`src/rtl/uart_param_transceiver_if.sv`:
```
// Byte-side and serial-side signals of the parametrised UART transceiver.
// master = the client driving TX bytes and the RX line, slave = the transceiver.
interface uart_param_transceiver_if #(
    parameter int DATA_WIDTH = 8
);
    logic [1:0]            i_parity_mode;
    logic                  i_loopback;
    logic [DATA_WIDTH-1:0] i_tx_data;
    logic                  i_tx_valid;
    logic                  o_tx_ready;
    logic                  o_TX;
    logic                  i_RX;
    logic [DATA_WIDTH-1:0] o_rx_data;
    logic                  o_rx_valid;
    logic                  o_rx_parity_error;
    logic                  o_rx_frame_error;

    modport master (
        output i_parity_mode,
        output i_loopback,
        output i_tx_data,
        output i_tx_valid,
        output i_RX,
        input  o_tx_ready,
        input  o_TX,
        input  o_rx_data,
        input  o_rx_valid,
        input  o_rx_parity_error,
        input  o_rx_frame_error
    );

    modport slave (
        input  i_parity_mode,
        input  i_loopback,
        input  i_tx_data,
        input  i_tx_valid,
        input  i_RX,
        output o_tx_ready,
        output o_TX,
        output o_rx_data,
        output o_rx_valid,
        output o_rx_parity_error,
        output o_rx_frame_error
    );
endinterface

```
`src/rtl/uart_param_transceiver.sv`:
```
// Full-duplex UART: independent TX and RX engines with runtime parity,
// 1/2 stop bits, error flags, valid/ready TX handshake and loopback.
module uart_param_transceiver #(
    parameter int DATA_WIDTH          = 8,
    parameter int CLOCKS_PER_BIT      = 434,
    parameter int STOP_BITS           = 1,
    parameter int CLOCK_COUNTER_WIDTH = 10,
    parameter int BIT_COUNTER_WIDTH   = 3
) (
    input  logic i_clock,
    input  logic i_resetL,
    uart_param_transceiver_if.slave bus
);
    localparam int CW = CLOCK_COUNTER_WIDTH;
    localparam int BW = BIT_COUNTER_WIDTH;

    localparam logic [CW-1:0] CPB_LAST  = CW'(CLOCKS_PER_BIT - 1);
    localparam logic [CW-1:0] HALF_LAST = CW'(CLOCKS_PER_BIT / 2 - 1);
    localparam logic [BW-1:0] BIT_LAST  = BW'(DATA_WIDTH - 1);
    localparam logic [BW-1:0] STOP_LAST = BW'(STOP_BITS - 1);

    localparam logic [2:0] TX_IDLE   = 3'd0;
    localparam logic [2:0] TX_START  = 3'd1;
    localparam logic [2:0] TX_DATA   = 3'd2;
    localparam logic [2:0] TX_PARITY = 3'd3;
    localparam logic [2:0] TX_STOP   = 3'd4;

    localparam logic [2:0] RX_IDLE   = 3'd0;
    localparam logic [2:0] RX_START  = 3'd1;
    localparam logic [2:0] RX_DATA   = 3'd2;
    localparam logic [2:0] RX_PARITY = 3'd3;
    localparam logic [2:0] RX_STOP   = 3'd4;
    localparam logic [2:0] RX_WAIT   = 3'd5;

    logic [2:0]            tx_state;
    logic [CW-1:0]         tx_cnt;
    logic [BW-1:0]         tx_bit;
    logic [DATA_WIDTH-1:0] tx_shift;
    logic                  tx_par_en;
    logic                  tx_par_bit;
    logic                  tx_line;
    logic                  tx_cnt_last;

    assign tx_cnt_last = (tx_cnt == CPB_LAST);

    always_ff @(posedge i_clock or negedge i_resetL) begin
        if (!i_resetL) begin
            tx_state   <= TX_IDLE;
            tx_cnt     <= '0;
            tx_bit     <= '0;
            tx_shift   <= '0;
            tx_par_en  <= 1'b0;
            tx_par_bit <= 1'b0;
            tx_line    <= 1'b1;
        end else begin
            case (tx_state)
                TX_IDLE: begin
                    if (bus.i_tx_valid) begin
                        tx_shift   <= bus.i_tx_data;
                        tx_par_en  <= ^bus.i_parity_mode;
                        tx_par_bit <= (^bus.i_tx_data) ^
                                      (bus.i_parity_mode == 2'b10);
                        tx_line    <= 1'b0;
                        tx_cnt     <= '0;
                        tx_bit     <= '0;
                        tx_state   <= TX_START;
                    end
                end
                TX_START: begin
                    if (tx_cnt_last) begin
                        tx_cnt   <= '0;
                        tx_line  <= tx_shift[0];
                        tx_state <= TX_DATA;
                    end else begin
                        tx_cnt <= tx_cnt + 1'b1;
                    end
                end
                TX_DATA: begin
                    if (tx_cnt_last) begin
                        tx_cnt <= '0;
                        if (tx_bit == BIT_LAST) begin
                            tx_bit <= '0;
                            if (tx_par_en) begin
                                tx_line  <= tx_par_bit;
                                tx_state <= TX_PARITY;
                            end else begin
                                tx_line  <= 1'b1;
                                tx_state <= TX_STOP;
                            end
                        end else begin
                            tx_bit   <= tx_bit + 1'b1;
                            tx_shift <= tx_shift >> 1;
                            tx_line  <= tx_shift[1];
                        end
                    end else begin
                        tx_cnt <= tx_cnt + 1'b1;
                    end
                end
                TX_PARITY: begin
                    if (tx_cnt_last) begin
                        tx_cnt   <= '0;
                        tx_line  <= 1'b1;
                        tx_state <= TX_STOP;
                    end else begin
                        tx_cnt <= tx_cnt + 1'b1;
                    end
                end
                TX_STOP: begin
                    if (tx_cnt_last) begin
                        tx_cnt <= '0;
                        if (tx_bit == STOP_LAST) begin
                            tx_bit   <= '0;
                            tx_state <= TX_IDLE;
                        end else begin
                            tx_bit <= tx_bit + 1'b1;
                        end
                    end else begin
                        tx_cnt <= tx_cnt + 1'b1;
                    end
                end
                default: tx_state <= TX_IDLE;
            endcase
        end
    end

    assign bus.o_tx_ready = (tx_state == TX_IDLE);
    assign bus.o_TX       = tx_line | bus.i_loopback;

    logic [2:0]            rx_state;
    logic [CW-1:0]         rx_cnt;
    logic [BW-1:0]         rx_bit;
    logic [DATA_WIDTH-1:0] rx_shift;
    logic                  rx_meta;
    logic                  rx_sync;
    logic                  rx_prev;
    logic                  rx_in;
    logic                  rx_par_en;
    logic                  rx_par_odd;
    logic                  rx_par;
    logic                  rx_cnt_last;
    logic [DATA_WIDTH-1:0] rx_data;
    logic                  rx_valid;
    logic                  rx_perr;
    logic                  rx_ferr;

    // Loopback taps the raw TX line, which is already in this clock domain.
    assign rx_in       = bus.i_loopback ? tx_line : rx_sync;
    assign rx_cnt_last = (rx_cnt == CPB_LAST);

    always_ff @(posedge i_clock or negedge i_resetL) begin
        if (!i_resetL) begin
            rx_meta <= 1'b1;
            rx_sync <= 1'b1;
            rx_prev <= 1'b1;
        end else begin
            rx_meta <= bus.i_RX;
            rx_sync <= rx_meta;
            rx_prev <= rx_in;
        end
    end

    always_ff @(posedge i_clock or negedge i_resetL) begin
        if (!i_resetL) begin
            rx_state   <= RX_IDLE;
            rx_cnt     <= '0;
            rx_bit     <= '0;
            rx_shift   <= '0;
            rx_par_en  <= 1'b0;
            rx_par_odd <= 1'b0;
            rx_par     <= 1'b0;
            rx_data    <= '0;
            rx_valid   <= 1'b0;
            rx_perr    <= 1'b0;
            rx_ferr    <= 1'b0;
        end else begin
            rx_valid <= 1'b0;
            case (rx_state)
                RX_IDLE: begin
                    if (rx_prev && !rx_in) begin
                        rx_cnt     <= '0;
                        rx_bit     <= '0;
                        rx_par_en  <= ^bus.i_parity_mode;
                        rx_par_odd <= (bus.i_parity_mode == 2'b10);
                        rx_state   <= RX_START;
                    end
                end
                RX_START: begin
                    if (rx_cnt == HALF_LAST) begin
                        rx_cnt   <= '0;
                        rx_state <= rx_in ? RX_IDLE : RX_DATA;
                    end else begin
                        rx_cnt <= rx_cnt + 1'b1;
                    end
                end
                RX_DATA: begin
                    if (rx_cnt_last) begin
                        rx_cnt   <= '0;
                        rx_shift <= {rx_in, rx_shift[DATA_WIDTH-1:1]};
                        if (rx_bit == BIT_LAST) begin
                            rx_bit   <= '0;
                            rx_state <= rx_par_en ? RX_PARITY : RX_STOP;
                        end else begin
                            rx_bit <= rx_bit + 1'b1;
                        end
                    end else begin
                        rx_cnt <= rx_cnt + 1'b1;
                    end
                end
                RX_PARITY: begin
                    if (rx_cnt_last) begin
                        rx_cnt   <= '0;
                        rx_par   <= rx_in;
                        rx_state <= RX_STOP;
                    end else begin
                        rx_cnt <= rx_cnt + 1'b1;
                    end
                end
                RX_STOP: begin
                    if (rx_cnt_last) begin
                        rx_cnt   <= '0;
                        rx_data  <= rx_shift;
                        rx_valid <= 1'b1;
                        rx_perr  <= rx_par_en &
                                    (rx_par != ((^rx_shift) ^ rx_par_odd));
                        rx_ferr  <= ~rx_in;
                        rx_state <= rx_in ? RX_IDLE : RX_WAIT;
                    end else begin
                        rx_cnt <= rx_cnt + 1'b1;
                    end
                end
                RX_WAIT: begin
                    if (rx_in) begin
                        rx_state <= RX_IDLE;
                    end
                end
                default: rx_state <= RX_IDLE;
            endcase
        end
    end

    assign bus.o_rx_data         = rx_data;
    assign bus.o_rx_valid        = rx_valid;
    assign bus.o_rx_parity_error = rx_perr;
    assign bus.o_rx_frame_error  = rx_ferr;
endmodule
```
`src/flat_wrapper.sv`:
```
// flat-port wrapper written by rule: the top's interface ports become plain ports
module uart_param_transceiver_flat 
#(
    parameter int DATA_WIDTH          = 8,
    parameter int CLOCKS_PER_BIT      = 434,
    parameter int STOP_BITS           = 1,
    parameter int CLOCK_COUNTER_WIDTH = 10,
    parameter int BIT_COUNTER_WIDTH   = 3
)
  (i_clock, i_resetL, bus_i_parity_mode, bus_i_loopback, bus_i_tx_data, bus_i_tx_valid, bus_i_RX, bus_o_tx_ready, bus_o_TX, bus_o_rx_data, bus_o_rx_valid, bus_o_rx_parity_error, bus_o_rx_frame_error);
  uart_param_transceiver_if #(.DATA_WIDTH(DATA_WIDTH)) bus_i ();
  input  logic i_clock;
  input  logic i_resetL;
  input wire logic [$bits(bus_i.i_parity_mode)-1:0] bus_i_parity_mode;
  input wire logic [$bits(bus_i.i_loopback)-1:0] bus_i_loopback;
  input wire logic [$bits(bus_i.i_tx_data)-1:0] bus_i_tx_data;
  input wire logic [$bits(bus_i.i_tx_valid)-1:0] bus_i_tx_valid;
  input wire logic [$bits(bus_i.i_RX)-1:0] bus_i_RX;
  output wire logic [$bits(bus_i.o_tx_ready)-1:0] bus_o_tx_ready;
  output wire logic [$bits(bus_i.o_TX)-1:0] bus_o_TX;
  output wire logic [$bits(bus_i.o_rx_data)-1:0] bus_o_rx_data;
  output wire logic [$bits(bus_i.o_rx_valid)-1:0] bus_o_rx_valid;
  output wire logic [$bits(bus_i.o_rx_parity_error)-1:0] bus_o_rx_parity_error;
  output wire logic [$bits(bus_i.o_rx_frame_error)-1:0] bus_o_rx_frame_error;
  assign bus_i.i_parity_mode = bus_i_parity_mode;
  assign bus_i.i_loopback = bus_i_loopback;
  assign bus_i.i_tx_data = bus_i_tx_data;
  assign bus_i.i_tx_valid = bus_i_tx_valid;
  assign bus_i.i_RX = bus_i_RX;
  assign bus_o_tx_ready = bus_i.o_tx_ready;
  assign bus_o_TX = bus_i.o_TX;
  assign bus_o_rx_data = bus_i.o_rx_data;
  assign bus_o_rx_valid = bus_i.o_rx_valid;
  assign bus_o_rx_parity_error = bus_i.o_rx_parity_error;
  assign bus_o_rx_frame_error = bus_i.o_rx_frame_error;
  uart_param_transceiver #(.DATA_WIDTH(DATA_WIDTH), .CLOCKS_PER_BIT(CLOCKS_PER_BIT), .STOP_BITS(STOP_BITS), .CLOCK_COUNTER_WIDTH(CLOCK_COUNTER_WIDTH), .BIT_COUNTER_WIDTH(BIT_COUNTER_WIDTH)) u_core (.i_clock(i_clock), .i_resetL(i_resetL), .bus(bus_i));
endmodule
```
`config.mk`:
```
export PLATFORM = sky130hd
export DESIGN_NAME = uart_param_transceiver_flat
export DESIGN_NICKNAME = d
export VERILOG_FILES = /design/src/rtl/uart_param_transceiver_if.sv /design/src/rtl/uart_param_transceiver.sv /design/src/flat_wrapper.sv
export SDC_FILE = /design/constraint.sdc
export NUM_CORES = 1
export LEC_CHECK = 0
export CORE_MARGIN = 2
export CORE_UTILIZATION = 45
export DETAILED_ROUTE_END_ITERATION = 6
export PLACE_DENSITY = 0.79
export SLEW_MARGIN = 40
export SYNTH_ARGS = -nofsm -noshare
export SYNTH_HDL_FRONTEND = slang
export SYNTH_SLANG_ARGS = --single-unit
```
`constraint.sdc`:
```
create_clock -name i_clock -period 2.1 [get_ports i_clock]
set_input_delay 0.525 -clock i_clock [delete_from_list [all_inputs] [get_ports i_clock]]
set_output_delay 0.525 -clock i_clock [all_outputs]
set_load 0.05 [all_outputs]
```
; Word level (Yosys, flattened, before mapping)
; Index checks and enable logic that the tools add are counted.
[totals]
reg_bits = 68
input_bits = 15
out_inout_bits = 13
elab_cells = 141
[classes]
addsub = 4
n_eq_ne = 31
muxes = 51
bitwise_logic = 5
reduce_logical = 29
[ops]
columns = operator, count
row1 = $mux W3, 25
row2 = $mux W10, 5
row3 = $pmux W10 S3, 1
row4 = $ne A2 B1 Y1 const B, 13
row5 = $mux W8, 3
row6 = $add A10 B1 Y10 const B, 2
row7 = $eq A10 B9 Y1 const B, 2
row8 = $pmux W10 S2, 1
row9 = $pmux W3 S6, 1
row10 = $pmux W8 S2, 1
row11 = $reduce_xor A8 Y1, 2
row12 = $eq A3 B3 Y1 const B, 5
row13 = $pmux W3 S5, 1
row14 = $reduce_and A2 Y1, 7
row15 = $reduce_and A7 Y1, 2
row16 = $eq A3 B2 Y1 const B, 4
row17 = $eq A10 B8 Y1 const B, 1
row18 = $logic_not A3 Y1, 3
row19 = $mux W1, 9
row20 = $pmux W3 S3, 1
row21 = $reduce_and A4 Y1, 2
row22 = $add A3 B1 Y3 const B, 2
row23 = $eq A3 B1 Y1 const B, 2
row24 = $pmux W3 S2, 1
row25 = 19 further kinds, 24

; Logic depth before layout (Yosys ltp)
; Gate-level depths: netlist of run 1.
[logic_depth]
depth_word = 5
depth_mapped = 9
mapped_depth_nobuf = 8

; Worst setup path before layout of run 1
; No wires, ideal clock.
[synth_timing]
path_kind = reg2reg
from = reg u_core.tx_state[1]
to = reg u_core.tx_cnt[3]
setup_time_ps = 79
t_arrival_ps = 2028
required_time_ps = 2021
setup_slack_ps = -8
stages_incl_launch_ff = 7
path_buffers = 1
synth_period_minus_slack_ps = 2108
cell_sequence = dfrtp_1 > buf_2 > or2_2 > nor2_1 > nand2b_1 > o21ai_1 > a21oi_1
[synth_via]
elab_cells_between_ends = 10
cone_classes = eq/ne: 5 / mux: 1 / reduce/logical: 4
[synth_lines]
columns = item, line
row1 = "start, declared", uart_param_transceiver.sv:35  ; logic [2:0] tx_state;
row2 = "start signal, assigned", uart_param_transceiver.sv:48  ; tx_state <= TX_IDLE;
row3 = "start signal, assigned", uart_param_transceiver.sv:66  ; tx_state <= TX_START;
row4 = "start signal, assigned", uart_param_transceiver.sv:73  ; tx_state <= TX_DATA;
row5 = $logic_not A3 Y1 *, -
row6 = via bus_o_tx_ready, flat_wrapper.sv:19  ; output wire logic [$bits(bus_i.o_tx_ready)-1:0] bus_o_tx_ready;
row7 = $ne A2 B2 Y1 (no source line) / $reduce_bool A2 Y1 (equally long branches), -
row8 = $reduce_and A2 Y1 (no source line), -
row9 = "end signal, assigned", uart_param_transceiver.sv:75  ; tx_cnt <= tx_cnt + 1'b1;
row10 = "end signal, assigned", uart_param_transceiver.sv:96  ; tx_cnt <= tx_cnt + 1'b1;
row11 = "end signal, assigned", uart_param_transceiver.sv:105  ; tx_cnt <= tx_cnt + 1'b1;
row12 = "end, declared", uart_param_transceiver.sv:36  ; logic [CW-1:0] tx_cnt;
; Mark *: on every way through the listed nets, which the timed path passes. The rest lies on a longest branch.
; A chain may end at the register's enable or synchronous reset.

; Worst setup path in the final report of run 1
[layout_timing]
from = reg u_core.rx_data[5], in the netlist u_core.bus.o_rx_data[5]
to = out bus_o_rx_data[5]
[layout_lines]
columns = item, line
row1 = "start, declared", uart_param_transceiver.sv:141  ; logic [DATA_WIDTH-1:0] rx_data;
row2 = "start signal, assigned", uart_param_transceiver.sv:221  ; rx_data <= rx_shift;
row3 = "end, declared", flat_wrapper.sv:21  ; output wire logic [$bits(bus_i.o_rx_data)-1:0] bus_o_rx_data;
; No word-level cell between the ends.

==> results.md, run 1 <==
* Result of the run: finished, final reports clean
* Leakage at 0.00214 uW
* Worst path slowest cell: sky130_fd_sc_hd__clkdlybuf4s50_1
* Transition time at the pin with the least slew margin at between 0.5 and 0.6 ns
* Area added between synthesis and finish at 24.9%
* CTS clk-pin slew, worst paths at ~0.080 ns
* Top cell type by total area after synthesis: sky130_fd_sc_hd__dfrtp_1
* Cell-by-cell trace of the critical path: clkdlybuf4s50_1
* Most frequent cell after synthesis: sky130_fd_sc_hd__dfrtp_1
* Asr flop ratio synth at between 90% and 100%
* GRT Overall Usage at 17.9%
* Delay contributed by the slowest stage of the critical path at between 0.8 and 0.9 ns
* Worst vdd rail ir drop at approximately 0.53 mV
* Clock latency of the later-clocked register in the worst-skew pair at roughly 0.35 ns
* Standard cell area after detailed placement at roughly 4100 um^2
* H-tree Lvls at 3
* Vias after detailed routing at between 2000 and 3000
* Clock buffer depth at 2
* Number of enable-type register cells in the synthesized netlist at 0
* Area fraction of the dominant cell type after synthesis at a little under half
* Portion of netlist area occupied by mux cells at roughly 5.4%
* Fin. max-slew vios at 0
* # fillers at around 640
* Net Count, Synth at about 400
* Category of the worst setup path launch point: flop
* Top cell types by occurrence after synthesis: sky130_fd_sc_hd__dfrtp_1 (64), sky130_fd_sc_hd__nand2_1 (56), sky130_fd_sc_hd__nor2_1 (32)
* Synthesized-area fraction occupied by adder cells at ~3.9%
* Total setup violations reported at the end of the flow at 0
* M2 GR Usage at about 30%
* PwrDens at between 900 and 1000 nW/um^2
* Height of the chip at ~93 um
* Initial cell density of the core at between 40% and 50%
* Total congestion overflow at 0
* Number of global-route vias before repair at 2822
* Top achievable clock speed at 490 MHz
* Initial antenna violation count at 0
* Total buffers and inverters traversed by the critical path at 1
* Violation count after the first detailed-route iteration at roughly 170
* Placeable core area at around 7700 um^2
* Type of element capturing the critical path: primary output
* Dominant combinational cell family by area after synthesis: simple AND/OR/NAND/NOR gates
* Number of max-cap violations at 0
* Share of the synthesized netlist area taken by xor and xnor gates at 7.14%
* Average cell area after synthesis at between 9 and 10 um^2
* Simple logic cell fraction of the synthesized area at about a fifth
* Largest net degree at the start of global routing at 69
* Met3 Use GR at 5.21%
* Summed area of non-filler cells in the final layout at 4440 um^2
* WL/cell at about 13 um
* Setup repair after global routing missed its margin: true
* Number of DRC violations after detailed routing at 0
* FF+latch area at between 1500 and 2000 um^2
* Die X-Extent at 92.9 um
* Total Routed Length at approximately 7000 um
* Headroom to the max-slew limit at between 60% and 70%
* Share of synthesized area occupied by flip-flops and latches at 48.0%
* Hold Violations, Final at 0
* Number of top-level pins at 28
* Sinks on Clock Net at 68
* Compound-gate portion of the synthesized area at 11.5%
* Biggest fanout along the worst timing path at 2
* Number of port buffers at 27
* Antenna viol nets, final at 0
* Total number of placement rows at 32
* Most heavily used metal layer in global routing: met2
* Antenna cell count at 0
* Predominant post-synthesis flop cell: sky130_fd_sc_hd__dfrtp_1
* Worst Clk Skew at 0.0123 ns
* CTS root buffer: sky130_fd_sc_hd__clkbuf_8
* Cell area after technology mapping at 3560 um^2
* Power consumption at 4200 uW
* Post-route fraction of the period consumed by the critical path at between 90% and 100%
* Cell variety after synth at 48
* Count of warnings emitted by yosys at 0
* Category of cells accounting for the largest share of critical-path delay: buffers and inverters
* Multi-input gate area at about 1800 um^2
* Last weighted congestion value of the routability-driven placer at 0.867
* Area of the die at around 8600 um^2
* Required @ worst endpoint at 1.57 ns
* Mean number of vias per cell at approximately 5.3
* Min cycle time layout at 2.04 ns
* Fraction of layout cells with a size suffix above 1 at ~18%
* WP data arrival at around 1.5 ns
* Final net count at about 450
* Post-Synthesis Cells at 369
* Met1 Resource Use GR at 22.7%
* Category of the critical setup timing path: flop to primary output
* Detailed-routing iteration count for the pre-antenna-repair pass at 4
* Synth top area cells: sky130_fd_sc_hd__dfrtp_1 (45%), sky130_fd_sc_hd__nand2_1 (5.9%), sky130_fd_sc_hd__xnor2_1 (3.9%)
* HPWL reported at the end of detailed placement at roughly 5000 um
* Class of the most critical hold timing path: primary input to async pin
* CTS Buf Count at 9
* CTS tree: done
* Count of state elements after synthesis at 68
* Global-route wire length before repair at about 12000 um
==> flip-flops by register name (all words and copies together), names as in the netlist, 3 cells and up <==
name / flops
u_core.bus.o_rx_data: 8
u_core.rx_shift: 8
u_core.tx_cnt: 10
u_core.tx_bit: 3
u_core.rx_bit: 3
u_core.rx_state: 3
u_core.tx_shift: 8
u_core.rx_cnt: 10
u_core.tx_state: 3
==> cell families after synthesis <==
family,count (synthesis)
DFF,68
buffers and inverters,24
and+or+nand+nor,151
AOI/OAI and AO/OA,68
xor gates and xnor gates,29
adders and majority gates,11
muxes,18
==> power breakdown <==
| part | switching (uW) | internal [uW] |
|---|---|---|
| Sequential | 212 | 1540 |
| Combinational | 558 | 519 |
| Clock | 508 | 858 |
==> routing by layer <==
layer | vias to the layer above | routed length, um
li1 | 1400 | -
met1 | 1372 | 3190
met2 | 38 | 3630
met3 | 8 | 226
met4 | 0 | 51
met5 | - | 0
==> final timing paths <==
| check | startpoint | to | slack [ns] | cells past startpoint |
|---|---|---|---|---|
| max in group asynchronous | i_resetL | u_core.rx_prev | 1.58 | 2 |
| min in group i_clock | u_core.rx_meta | u_core.rx_sync | 0.36 | 0 |
| worst max-delay path | u_core.bus.o_rx_data[5] | bus_o_rx_data[5] | 0.06 | 1 |
| worst max register to register | u_core.tx_cnt[1] | u_core.tx_bit[0] | 0.07 | 8 |
| worst min register to register | u_core.rx_meta | u_core.rx_sync | 0.36 | 0 |
| worst min-delay path | i_resetL | u_core.tx_state[1] | 0.19 | 2 |
==> metrics by stage <==
step,hold WS [ns],TNS (ns),setup slack (ns),std cells,utilization (%)
2_1_floorplan,0.229,0,0.0555,369,-
3_3_place_gp,0.346,-0.772,-0.184,516,53.9
3_5_place_dp,0.347,-1.22,-0.260,516,53.9
4_1_cts,0.198,0,0.00958,532,57.5
5_1_grt,0.209,-0.0391,-0.0169,533,57.8
6_report,0.186,0,0.0589,533,57.8
==> timing repair <==
item                       in CTS  in global routing
hold buffers                    0                  0
buffers inserted                0                  1
setup endpoints to repair       4                 11
pin swaps                       0                  2
gates resized for setup         3                  6
==> area by class of cell <==
cell class	count	share of cell area, %
multi-input cells	277	39.9
flip-flops and latches	68	38.4
repair buffers	57	11.9
clock buffers	11	3.41
well taps	102	2.87
clock inverters	5	2.42
inverters	13	1.10
==> layout by cell type, fill, tap and decap left out, types with 2 or more instances in the layout <==
cell type,synthesis,final
sky130_fd_sc_hd__dfstp_2,4,4
sky130_fd_sc_hd__nand3_1,15,15
sky130_fd_sc_hd__nor3_1,7,7
sky130_fd_sc_hd__nor2_1,32,31
sky130_fd_sc_hd__o21ai_2,1,2
sky130_fd_sc_hd__o22ai_1,2,2
sky130_fd_sc_hd__xnor2_1,16,16
sky130_fd_sc_hd__inv_1,13,13
sky130_fd_sc_hd__nor3b_1,4,4
sky130_fd_sc_hd__buf_12,0,3
sky130_fd_sc_hd__and3_2,2,2
sky130_fd_sc_hd__o21ai_0,23,22
sky130_fd_sc_hd__clkdlybuf4s50_1,0,23
sky130_fd_sc_hd__dfrtp_1,64,64
sky130_fd_sc_hd__or4_1,4,4
sky130_fd_sc_hd__buf_4,0,28
sky130_fd_sc_hd__nand4_1,6,6
sky130_fd_sc_hd__nand2_1,56,56
sky130_fd_sc_hd__bufinv_16,0,3
sky130_fd_sc_hd__nand2b_1,4,4
sky130_fd_sc_hd__mux2_2,9,9
sky130_fd_sc_hd__o211ai_1,3,3
sky130_fd_sc_hd__and3_1,6,6
sky130_fd_sc_hd__o21ai_1,2,2
sky130_fd_sc_hd__clkinv_4,0,2
sky130_fd_sc_hd__mux2i_1,9,9
sky130_fd_sc_hd__a21o_1,4,4
sky130_fd_sc_hd__a211oi_1,2,2
sky130_fd_sc_hd__xor2_1,13,13
sky130_fd_sc_hd__clkbuf_8,0,11
sky130_fd_sc_hd__a21oi_1,16,16
sky130_fd_sc_hd__nor2b_1,3,3
sky130_fd_sc_hd__a31oi_1,5,5
sky130_fd_sc_hd__a21oi_2,2,2
sky130_fd_sc_hd__o31ai_1,3,3
sky130_fd_sc_hd__ha_1,11,11
Note: power is estimated with default switching activity, not from simulation.
==> inputs of run 2 (changes only) <==
--- a/config.mk
+++ b/config.mk
@@ -5,8 +5,10 @@
 export SDC_FILE = /design/constraint.sdc
 export NUM_CORES = 1
 export LEC_CHECK = 0
+export CORE_ASPECT_RATIO = 2
 export CORE_MARGIN = 2
 export CORE_UTILIZATION = 45
+export CTS_CLUSTER_SIZE = 40
 export DETAILED_ROUTE_END_ITERATION = 6
 export PLACE_DENSITY = 0.79
 export SLEW_MARGIN = 40
==> run 2 against run 1 <==
Compared with the run above: worst hold slack lost 0.069 ns; worst setup slack improved by 0.029 ns; count of clock-buffer cells in the layout rose by 3; via count is 0.35% lower; sequential share of layout area is 0.49 points higher; fmax rose by 1.5%; utilization fell by 0.51 points; critical path type unchanged; largest power group unchanged; highest routed layer unchanged.
==> results.md, run 2 (synthesis gave the netlist of run 1 again) <==
* Result of the run: finished, final reports clean
* Leakage at 0.00208 uW
* CTS clk-pin slew, worst paths at approximately 0.050 ns
* Category of cells accounting for the largest share of critical-path delay: buffers and inverters
* CTS tree: done
* Min cycle time layout at 2.01 ns
* Startpoint of the most critical setup path: u_core.bus.o_rx_data[0]
* Top achievable clock speed at around 500 MHz
* Worst path slowest cell: sky130_fd_sc_hd__clkdlybuf4s50_1
* Fin. max-slew vios at 0
* Critical R2R Launch: u_core.tx_cnt[1]
* Hold Violations, Final at 0
* Most frequent cells in the layout: sky130_fd_sc_hd__dfrtp_1 (64), sky130_fd_sc_hd__nand2_1 (56), sky130_fd_sc_hd__nor2_1 (31)
* Initial cell density of the core at between 40 and 50%
* Cell-by-cell trace of the critical path: clkdlybuf4s50_1
* Delay contributed by the slowest stage of the critical path at approximately 0.80 ns
* Mean number of vias per cell at between 5 and 6
* WL/cell at about 14 um
* Required @ worst endpoint at between 1.5 and 2 ns
* Number of placed instances, taps included at roughly 500
* Total Routed Length at approximately 7200 um
* Hold_buf cts at 0
* Initial antenna violation count at 0
* PwrDens at around 940 nW/um^2
* Transition time at the pin with the least slew margin at 0.502 ns
* Clock latency of the later-clocked register in the worst-skew pair at 0.33 ns
* Worst vdd rail ir drop at approximately 0.63 mV
* Clock buffer depth at 2
* Largest registers: u_core.rx_cnt x10, u_core.tx_cnt x10
* Height of the chip at approximately 130 um
* Detailed-routing iteration count for the pre-antenna-repair pass at 4
* Largest net degree at the start of global routing at 53
* Class of the most critical hold timing path: primary input to async pin
* Category of the critical setup timing path: flop to primary output
* WP data arrival at around 1.5 ns
* Minimum setup slack among reg-to-reg paths at just under 0.09 ns
* CTS root buffer: sky130_fd_sc_hd__clkbuf_16
* Power consumption at 4150 uW
* # fillers at slightly below 700
* Type of element capturing the critical path: primary output
* Final cell count without fillers at around 520
* Most common library cell in the layout ignoring fill and taps: sky130_fd_sc_hd__dfrtp_1
* Area of the die at slightly below 9000 um^2
* Total setup violations reported at the end of the flow at 0
* Die X-Extent at about 67 um
* Number of global-route vias before repair at roughly 2900
* Number of DRC violations after detailed routing at 0
* Headroom to the max-slew limit at between 60% and 70%
* Setup repair after global routing missed its margin: false
* Aggregate negative setup slack at 0 ns
* Sinks on Clock Net at a little under 70
* Worst Clk Skew at 0.00581 ns
* HPWL reported at the end of detailed placement at around 5300 um
* Total buffers and inverters traversed by the critical path at 1
* Violation count after the first detailed-route iteration at ~150
* Antenna cell count at 0
* Number of max-cap violations at 0
* R2R depth at 9
* Total congestion overflow at 0
* Total number of placement rows at 45
* Placeable core area at 7660 um^2
* Count of cell instances traversed by the critical path at 1
* Category of the worst setup path launch point: flop
* CTS Buf Count at 9
* Post-route fraction of the period consumed by the critical path at 95.8%
* Global-route wire length before repair at ~12000 um
* H-tree Lvls at 3
* Antenna viol nets, final at 0
* Number of port buffers at 27
* Area added between synthesis and finish at 23.3%
* Final net count at 444
* Vias after detailed routing at about 2800
* Biggest fanout along the worst timing path at 2
* Fraction of layout cells with a size suffix above 1 at 15.6%
* Number of top-level pins at 28
* Last weighted congestion value of the routability-driven placer at around 0.87
* GRT Overall Usage at about a fifth
run 2: changes by cell type in the layout (fill, tap and decap cells not counted), sizes merged:
cell           change
buf                -8
bufinv             -3
clkbuf             +3
clkdlybuf4s50      +1
dlymetal6s2s       -1
run 2: worst paths after layout:
check,endpoint
min,u_core.tx_cnt[2]
max reg2reg,u_core.tx_shift[7]
max,bus_o_rx_data[0]
min reg2reg,u_core.rx_sync
max in group asynchronous,u_core.rx_prev
min in group i_clock,u_core.rx_sync
run 2: what timing repair did:
item                       in CTS  in global routing
cloned                          0                  0
setup endpoints to repair       3                 36
pin swaps                       1                  4
gates resized for setup         3                  5
setup buffers                   1                  1
run 2: final cells by class:
type	count	area (um^2)	area share (%)
Sequential cell	68	1710	38.9
Timing Repair Buffer	49	475	10.8
Multi-Input combinational cell	277	1780	40.5
Tap cell	94	118	2.68
Clock inverter	2	10.0	0.228
Inverter	13	48.8	1.11
Clock buffer	14	254	5.79
run 2: layer usage:
| layer | track usage (%) | vias up | routed length, um |
|---|---|---|---|
| met5 | 0 | - | 0 |
| li1 | - | 1378 | - |
| met3 | 3.10 | 17 | 177 |
| met4 | 12.4 | 0 | 281 |
| met1 | 18.9 | 1363 | 2670 |
| met2 | 34.7 | 50 | 4100 |
run 2: metrics by stage:
step	worst slack, ns	hold WS [ns]	utilization, %	instance area, um^2
finish	0.0882	0.118	57.3	4390
CTS	0.00198	0.125	57.0	4370
global route	0.00526	0.155	57.3	4390
global placement	-0.170	0.347	53.3	4080
detailed placement	-0.233	0.352	53.3	4080
floorplan	0.0555	0.229	-	3560
run 2: worst register-to-register path, stage by stage (launching register included):
cell	delay, ns
sky130_fd_sc_hd__dfrtp_1	0.37
sky130_fd_sc_hd__inv_1	0.06
sky130_fd_sc_hd__ha_1	0.13
sky130_fd_sc_hd__or3b_4	0.39
sky130_fd_sc_hd__nor4_4	0.28
sky130_fd_sc_hd__a31oi_2	0.17
sky130_fd_sc_hd__nor3_4	0.18
sky130_fd_sc_hd__buf_12	0.16
sky130_fd_sc_hd__nand3_1	0.09
sky130_fd_sc_hd__o21ai_0	0.10
run 2: power breakdown:
group | leakage [uW] | switching [uW] | internal (uW)
Combinational | 0.00107 | 541 | 489
Clock | 0.000131 | 519 | 827
Sequential | 0.000877 | 224 | 1550
Total | 0.00208 | 1280 | 2860
